==> src/rtl/shift_reg_seq.sv <==
// Sequenced WIDTH-bit shift register with parallel load.
// Runs multi-step shift/rotate sequences with a busy/done handshake.
module shift_reg_seq #(
   parameter int WIDTH = 8,
   parameter int CNT_W = 4
) (
   input  logic             clk,
   input  logic             rst,
   input  logic             load,
   input  logic [WIDTH-1:0] d,
   input  logic             start,
   input  logic [2:0]       mode,
   input  logic [CNT_W-1:0] amount,
   input  logic             sin,
   output logic [WIDTH-1:0] q,
   output logic             sout,
   output logic             busy,
   output logic             done
);

   localparam logic [0:0] IDLE  = 1'b0;
   localparam logic [0:0] SHIFT = 1'b1;

   localparam logic [CNT_W-1:0] ZERO = '0;
   localparam logic [CNT_W-1:0] ONE  = {{(CNT_W-1){1'b0}}, 1'b1};

   logic [0:0]       state;
   logic [CNT_W-1:0] remaining;
   logic [2:0]       mode_l;
   logic [2:0]       step_mode;
   logic [WIDTH-1:0] nq;
   logic             nout;

   // Reserved modes fall through the default and leave q/sout untouched.
   always_comb begin
      step_mode = (state == SHIFT) ? mode_l : mode;
      nq        = q;
      nout      = sout;
      case (step_mode)
         3'b000: begin
            nq   = {q[WIDTH-2:0], sin};
            nout = q[WIDTH-1];
         end
         3'b001: begin
            nq   = {sin, q[WIDTH-1:1]};
            nout = q[0];
         end
         3'b010: begin
            nq   = {q[WIDTH-2:0], q[WIDTH-1]};
            nout = q[WIDTH-1];
         end
         3'b011: begin
            nq   = {q[0], q[WIDTH-1:1]};
            nout = q[0];
         end
         3'b100: begin
            nq   = {q[WIDTH-1], q[WIDTH-1:1]};
            nout = q[0];
         end
         default: ;
      endcase
   end

   always_ff @(posedge clk or posedge rst) begin
      if (rst) begin
         q         <= '0;
         sout      <= 1'b0;
         busy      <= 1'b0;
         done      <= 1'b0;
         state     <= IDLE;
         remaining <= '0;
         mode_l    <= 3'b000;
      end else begin
         done <= 1'b0;
         case (state)
            IDLE: begin
               if (load) begin
                  q <= d;
               end else if (start) begin
                  if (amount == ZERO) begin
                     done <= 1'b1;
                  end else begin
                     q    <= nq;
                     sout <= nout;
                     if (amount == ONE) begin
                        done <= 1'b1;
                     end else begin
                        remaining <= amount - ONE;
                        mode_l    <= mode;
                        busy      <= 1'b1;
                        state     <= SHIFT;
                     end
                  end
               end
            end
            SHIFT: begin
               q         <= nq;
               sout      <= nout;
               remaining <= remaining - ONE;
               if (remaining == ONE) begin
                  busy  <= 1'b0;
                  done  <= 1'b1;
                  state <= IDLE;
               end
            end
            default: state <= IDLE;
         endcase
      end
   end

endmodule

==> config.mk <==
export PLATFORM = sky130hd
export DESIGN_NAME = shift_reg_seq
export DESIGN_NICKNAME = d
export VERILOG_FILES = /design/src/rtl/shift_reg_seq.sv
export SDC_FILE = /design/constraint.sdc
export NUM_CORES = 1
export LEC_CHECK = 0
export CORE_UTILIZATION = 45
export DETAILED_ROUTE_END_ITERATION = 16
export GPL_TIMING_DRIVEN = 1
export PLACE_DENSITY = 0.79
export SKIP_CTS_REPAIR_TIMING = 1
export SLEW_MARGIN = 40
export SYNTH_ARGS = -nofsm -noshare
export SYNTH_HDL_FRONTEND = slang
export SYNTH_SLANG_ARGS = --single-unit
==> constraint.sdc <==
create_clock -name clk -period 1.6 [get_ports clk]
set_input_delay 0.32 -clock clk [delete_from_list [all_inputs] [get_ports clk]]
set_output_delay 0.32 -clock clk [all_outputs]
set_load 0.05 [all_outputs]
==> metrics.txt <==
Final WS setup=-113 ps; failing checks=negative setup slack; final wirelength=4.39 mm; status=finished with violations; min Tclk post-route=1710 ps; Vias=1484; remaining routing DRC violations=0; Site Rows=19; Setup violations, final=4; number of DRC markers in iteration 0=94; root buffer cell=clkbuf_4; initial antenna violation count=0; Final ANT Viol Nets=0; CTS H-tree lvls=1; CP Max Fanout=5; worst hold path class=primary input to asynchronous set/reset pin; WP data arrival=1930 ps; MaxCap Viol Count=0; main area contributors after synthesis=dfrtp_1 (35%), mux2_2 (5.8%), ha_1 (4.6%); clock skew=20.5 ps; Total Die Area=3230 sq um; layout cell share with drive strength beyond 1=0.394; number of synthesized flops with an enable pin=0; Core Region=2810 sq um; WHS=296 ps; total gr overflow=0; Synth Area per Inst=9.41 sq um; Max Slew Vio Count=0; Via density=6.34; DP HPWL=3.02 mm; relative slew slack=0.779; post-synthesis net count=169; # IOs=31; final hold viol count=0; period utilisation layout=1.07; Reg clk slew, reported paths=130 ps; first-pass GRT wire length=6.49 mm; ys async rst share=1.00; Synth top area share=0.351; CTS tree=yes; placer congestion estimate=0.871; post-synthesis cell area=1360 sq um; Slew @ Worst Pin=325 ps; fillers=186; post-synth cell types=42; most frequent cells in the layout=buf_4 (27), dfrtp_1 (18), clkdlybuf4s50_1 (15), nand2_1 (9), buf_12 (9); Post-synth top flop=dfrtp_1; Critical Path RT=1820 ps; Peak supply drop=1.37 mV; type of destination of the critical path=flop; TritonCTS Buffers=3; port bufs=30; Final nets=229; sequential area share after synthesis=0.351; die height=56.9 microns; antenna cell count=0; pre-CTS setup slack=-739 ps; Yosys Warn Count=0; Synth Instances=144; clk sink count=19; vias in the first global route=1413; Worst-Skew Late Latency=330 ps; commonest non-fill, non-tap cell in the layout=buf_4; PD cells=2220 nW/um^2; clk buf depth=2; Routed wire per std cell=18.8 microns; startpoint types=flop; largest net degree at the start of global routing=20; Initial DRT Pass Iterations=4; Yosys reg bits=19; Pleak=0.946 nW; f_max=584 MHz; area grow syn2layout=59.9%; Starting Density=0.483; worst setup path class=flop to flop; RSZ-0062 raised after global routing=yes; die width=56.9 microns; cell taking the most area after synthesis=dfrtp_1; GRT Overall Usage=0.260
cell type report:
class,instances,area [sq um],area share
Clock buffer,4,26.3,0.0121
Inverter,10,58.8,0.0271
Multi-Input combinational cell,109,931,0.430
Sequential cell,19,477,0.220
Tap cell,31,38.8,0.0179
Timing Repair Buffer,61,636,0.293
layer usage:
| layer | global-route usage | part of all wire | routed length, microns |
|---|---|---|---|
| met1 | 0.341 | 0.38 | 1680 |
| met3 | 0.0438 | 0.091 | 398 |
| met5 | 0 | 0 | 0 |
| met2 | 0.415 | 0.49 | 2170 |
| met4 | 0.129 | 0.032 | 142 |
critical path, stage by stage (launching register included):
cell	delay (ps)
dfrtp_2	450
mux2i_4	390
buf_6	160
mux2i_1	210
a211oi_1	120
a221o_1	290
logic make-up (layout without fill, tap and decap cells):
logic type | after synthesis | in the layout | share of synthesized area
buf+inv | 16 | 75 | 0.0526
fa+ha+maj | 5 | 5 | 0.0462
flops | 19 | 19 | 0.351
mux | 12 | 12 | 0.114
xor+xnor | 3 | 3 | 0.0194
simple gates | 40 | 40 | 0.154
compound gates | 49 | 49 | 0.263
stage by stage:
step / instance area, sq um / setup TNS (ps) / std cells / util / power (mW)
after floorplan: 1400 / -68.3 / 144 / - / 2.83
after global placement: 2000 / -10880 / 227 / 0.712 / 3.96
after detailed placement: 2000 / -12030 / 227 / 0.712 / 4.08
after CTS: 2020 / -5870 / 231 / 0.721 / 4.34
after global routing: 2170 / -575 / 234 / 0.773 / 5.01
final: 2170 / -245 / 234 / 0.773 / 4.80
report_power, final:
group | internal [mW] | switching [mW] | total, mW
Combinational | 1.69 | 1.75 | 3.44
Sequential | 0.730 | 0.361 | 1.09
Clock | 0.0979 | 0.169 | 0.267
Total | 2.52 | 2.28 | 4.80
registers in the layout (all words and copies together) (netlist names):
register   flops
state          1
done           1
mode_l         3
sout           1
remaining      4
busy           1
q              8
synthesized netlist by cell type, types with 2 or more instances:
cell type,number
dfrtp_1,19
inv_1,10
nand2_1,10
o21ai_0,9
a21oi_1,8
nor2_1,8
mux2_2,7
a31oi_1,6
ha_1,5
nand4_1,5
nor3_1,4
buf_2,3
mux2i_1,3
nand3_1,3
o211ai_1,3
o22ai_1,3
a211o_1,2
a221o_1,2
a2bb2oi_1,2
clkbuf_1,2
mux2i_4,2
nand2b_1,2
nor2b_1,2
o211a_1,2
o21ai_1,2
o22a_1,2
or3b_1,2
xor2_1,2
final timing paths:
| check | startpoint | endpoint | slack [ps] | cells past startpoint |
|---|---|---|---|---|
| min reg2reg | busy$_DFFE_PP0P_ | busy$_DFFE_PP0P_ | 530 | 2 |
| max | state$_DFF_PP0_ | q[7]$_DFFE_PP0P_ | -110 | 5 |
| min in group clk | amount[0] | remaining[0]$_DFFE_PP0P_ | 470 | 4 |
| max in group asynchronous | rst | state$_DFF_PP0_ | 1060 | 3 |
| max reg2reg | state$_DFF_PP0_ | q[7]$_DFFE_PP0P_ | -110 | 5 |
| min | rst | remaining[3]$_DFFE_PP0P_ | 300 | 3 |
Note: power is estimated with default switching activity, not from simulation.
==> RTL change: new RTL, same flow settings <==
Register the output `done` once more, cleared by the reset; this adds one clock of latency there. The other outputs are not delayed to match.
--- a/src/rtl/shift_reg_seq.sv
+++ b/src/rtl/shift_reg_seq.sv
@@ -23,6 +23,8 @@
 
    localparam logic [CNT_W-1:0] ZERO = '0;
    localparam logic [CNT_W-1:0] ONE  = {{(CNT_W-1){1'b0}}, 1'b1};
+
+   logic done_s0;
 
    logic [0:0]       state;
    logic [CNT_W-1:0] remaining;
@@ -66,24 +68,24 @@
          q         <= '0;
          sout      <= 1'b0;
          busy      <= 1'b0;
-         done      <= 1'b0;
+         done_s0   <= 1'b0;
          state     <= IDLE;
          remaining <= '0;
          mode_l    <= 3'b000;
       end else begin
-         done <= 1'b0;
+         done_s0 <= 1'b0;
          case (state)
             IDLE: begin
                if (load) begin
                   q <= d;
                end else if (start) begin
                   if (amount == ZERO) begin
-                     done <= 1'b1;
+                     done_s0 <= 1'b1;
                   end else begin
                      q    <= nq;
                      sout <= nout;
                      if (amount == ONE) begin
-                        done <= 1'b1;
+                        done_s0 <= 1'b1;
                      end else begin
                         remaining <= amount - ONE;
                         mode_l    <= mode;
@@ -99,7 +101,7 @@
                remaining <= remaining - ONE;
                if (remaining == ONE) begin
                   busy  <= 1'b0;
-                  done  <= 1'b1;
+                  done_s0 <= 1'b1;
                   state <= IDLE;
                end
             end
@@ -108,5 +110,13 @@
       end
    end
 
+   always_ff @(posedge clk or posedge rst) begin
+      if (rst) begin
+         done <= '0;
+      end else begin
+         done <= done_s0;
+      end
+   end
+
 endmodule
 
Formal check against the unedited RTL: not equivalent (a bounded check fails within 4 cycles, from zero or initial values and one cycle with rst high).
==> RTL change against the original RTL <==
The flow still finishes with violations (negative setup slack); critical path depth stayed put; wire length is 14% lower; sequential share of layout area rose by 1.4 points; worst setup slack improved by 0.054 ns; design area fell by 0.87%; sequential cell count rose by 1; clock skew shrank 0.011 ns; fmax up 3.3%; synthesized area is 1.8% lower; count of clock-buffer cells in the layout is 1 lower; worst hold slack better by 0.045 ns; power down 7.7%; critical path type is now in2reg; critical endpoint is now sout; largest power group unchanged; highest routed layer unchanged.
==> RTL change: results (changes against the original RTL) <==
status=finished, violations left; violated checks=negative setup slack; peak supply drop=2.05 mV (+49%); Internal Power=2.52 mW (about the same); CP Data Arrival Time=1.87 ns (-0.06 ns); Fillers=179 (-3.8%); Clk Latency, worst-skew pair=0.31 ns (-0.02 ns); GR Util met2=42.0% (+0.51 points); DR pass1 iterations=4 (unchanged); H-tree levels=1 (unchanged); setup ws final=-0.0585 ns (+0.0543 ns); Synth area leaders=dfrtp_1 (38%), mux2_2 (5.1%), ha_1 (4.7%); via count=1315 (-11%); Post-synth top flop=dfrtp_1; worst hold path type=in2async; slew margin rel.=78.3% (+0.41 points); Final HPWL DP=2720 µm (-10%); unique cell type count in the Yosys netlist=46 (+9.5%); # diodes=0 (unchanged); met1 Track Usage GR=29.3% (-4.8 points); Iter 0 DRT Violations=68 (-28%); r2r setup slk=-0.05 ns (+0.06 ns); sequential area share after synthesis=37.6% (+2.5 points); Post-synth top cells=dfrtp_1 (20), nand2_1 (10), nor2_1 (10); IO buf count=30 (unchanged); # setup viols final=5 (+1); routability cong.=0.790 (-9.3%); synthesized area per cell=10.0 µm² (+6.4%); Worst Clk Skew=0.00930 ns (-0.0112 ns); CTS Buf Count=3 (unchanged); Clock Tree Root=clkbuf_4; YS warnings=0 (unchanged); syn nets=158 (-6.5%); Inst Count DP=215 (-5.3%); max incr delay on CP=0.50 ns (+0.05 ns); CTS clk-pin slew, worst paths=0.13 ns (about the same); Routed WL=3760 µm (-14%); largest net degree at the start of global routing=21 (+5.0%); Async SR Flop Fraction=100% (unchanged); largest registers=q x8, remaining x4, mode_l x3; CP Max Fanout=4 (-1); GRT Resource Usage Total=23.5% (-2.5 points); slowest CP cell=clkdlybuf4s50_1; vias per inst=5.92 (-6.6%); static leakage=0.987 nW (+4.3%); global-route wire length before repair=5810 µm (-10%); GR Layer Usage met3=4.61% (+0.23 points); fraction of layout cells with a size suffix above 1=42.9% (+3.5 points); Post-DP Area=1980 µm² (-0.63%)
==> RTL change: cell types whose count changed after synthesis, sizes merged, moves of 3 or more <==
| cell | before | now |
|---|---|---|
| o21ai | 11 | 3 |
| nor4 | 0 | 3 |
| o221a | 0 | 3 |
| o41ai | 0 | 4 |
| a211oi | 2 | 5 |
| a31oi | 7 | 1 |
| nand4 | 5 | 0 |
| nand2b | 2 | 7 |
| a21oi | 8 | 4 |
| a2bb2oi | 3 | 0 |
==> RTL change: through the flow <==
| step | power, mW | setup TNS [ns] | setup WS [ns] | hold WS (ns) |
|---|---|---|---|---|
| final | 4.43 | -0.165 | -0.0585 | 0.341 |
| after global routing | 4.67 | -0.467 | -0.104 | 0.370 |
| after CTS | 4.19 | -3.98 | -0.313 | 0.352 |
| after detailed placement | 3.74 | -9.77 | -0.653 | 0.339 |
| after global placement | 3.64 | -8.86 | -0.595 | 0.332 |
| after floorplan | 2.64 | -0.0136 | -0.0136 | 0.284 |
==> RTL change: cell families after synthesis <==
family / Yosys count / share of synthesized area [%]
simple gates: 43 / 17.4
compound gates: 36 / 24.0
flops: 20 / 37.6
buf+inv: 14 / 4.79
mux: 12 / 9.59
fa+ha+maj: 5 / 4.70
xor+xnor: 3 / 1.97
==> RTL change: path summary, 6_finish.rpt <==
check	from	to	depth (start not counted)
worst max register to register	state	q[4]	5
worst max-delay path	start	sout	5
worst min register to register	done_s0	done	0
max in group asynchronous	rst	mode_l[0]	3
min in group clk	amount[0]	remaining[0]	3
worst min-delay path	rst	remaining[3]	3
==> RTL change: layout make-up <==
type / count / area, µm² / share of cell area, %
Multi-Input combinational cell: 100 / 893 / 41.6
Timing Repair Buffer: 58 / 619 / 28.8
Sequential cell: 20 / 503 / 23.4
Inverter: 9 / 41.3 / 1.92
Tap cell: 31 / 38.8 / 1.81
Clock inverter: 1 / 30.0 / 1.40
Clock buffer: 3 / 22.5 / 1.05
==> RTL change: per-layer routing <==
metal	share of wire, %	wire, µm
met2	54	2030
met1	39	1480
met3	5.9	223
met5	0	0
met4	0.90	34
==> RTL change: power by group through the flow <==
stage               registers (mW)  logic [mW]  clock network [mW]
finish                        1.14        2.88               0.423
global route                  1.17        3.05               0.452
CTS                           1.10        2.65               0.433
detailed placement            1.11        2.63                   0
global placement              1.09        2.55                   0
floorplan                     1.40        1.24                   0
==> RTL change: critical path, delay by kind of cell <==
family / cells / cell delay (ns)
compound gates: 2 / 0.28
buf+inv: 1 / 0.50
simple gates: 2 / 0.78
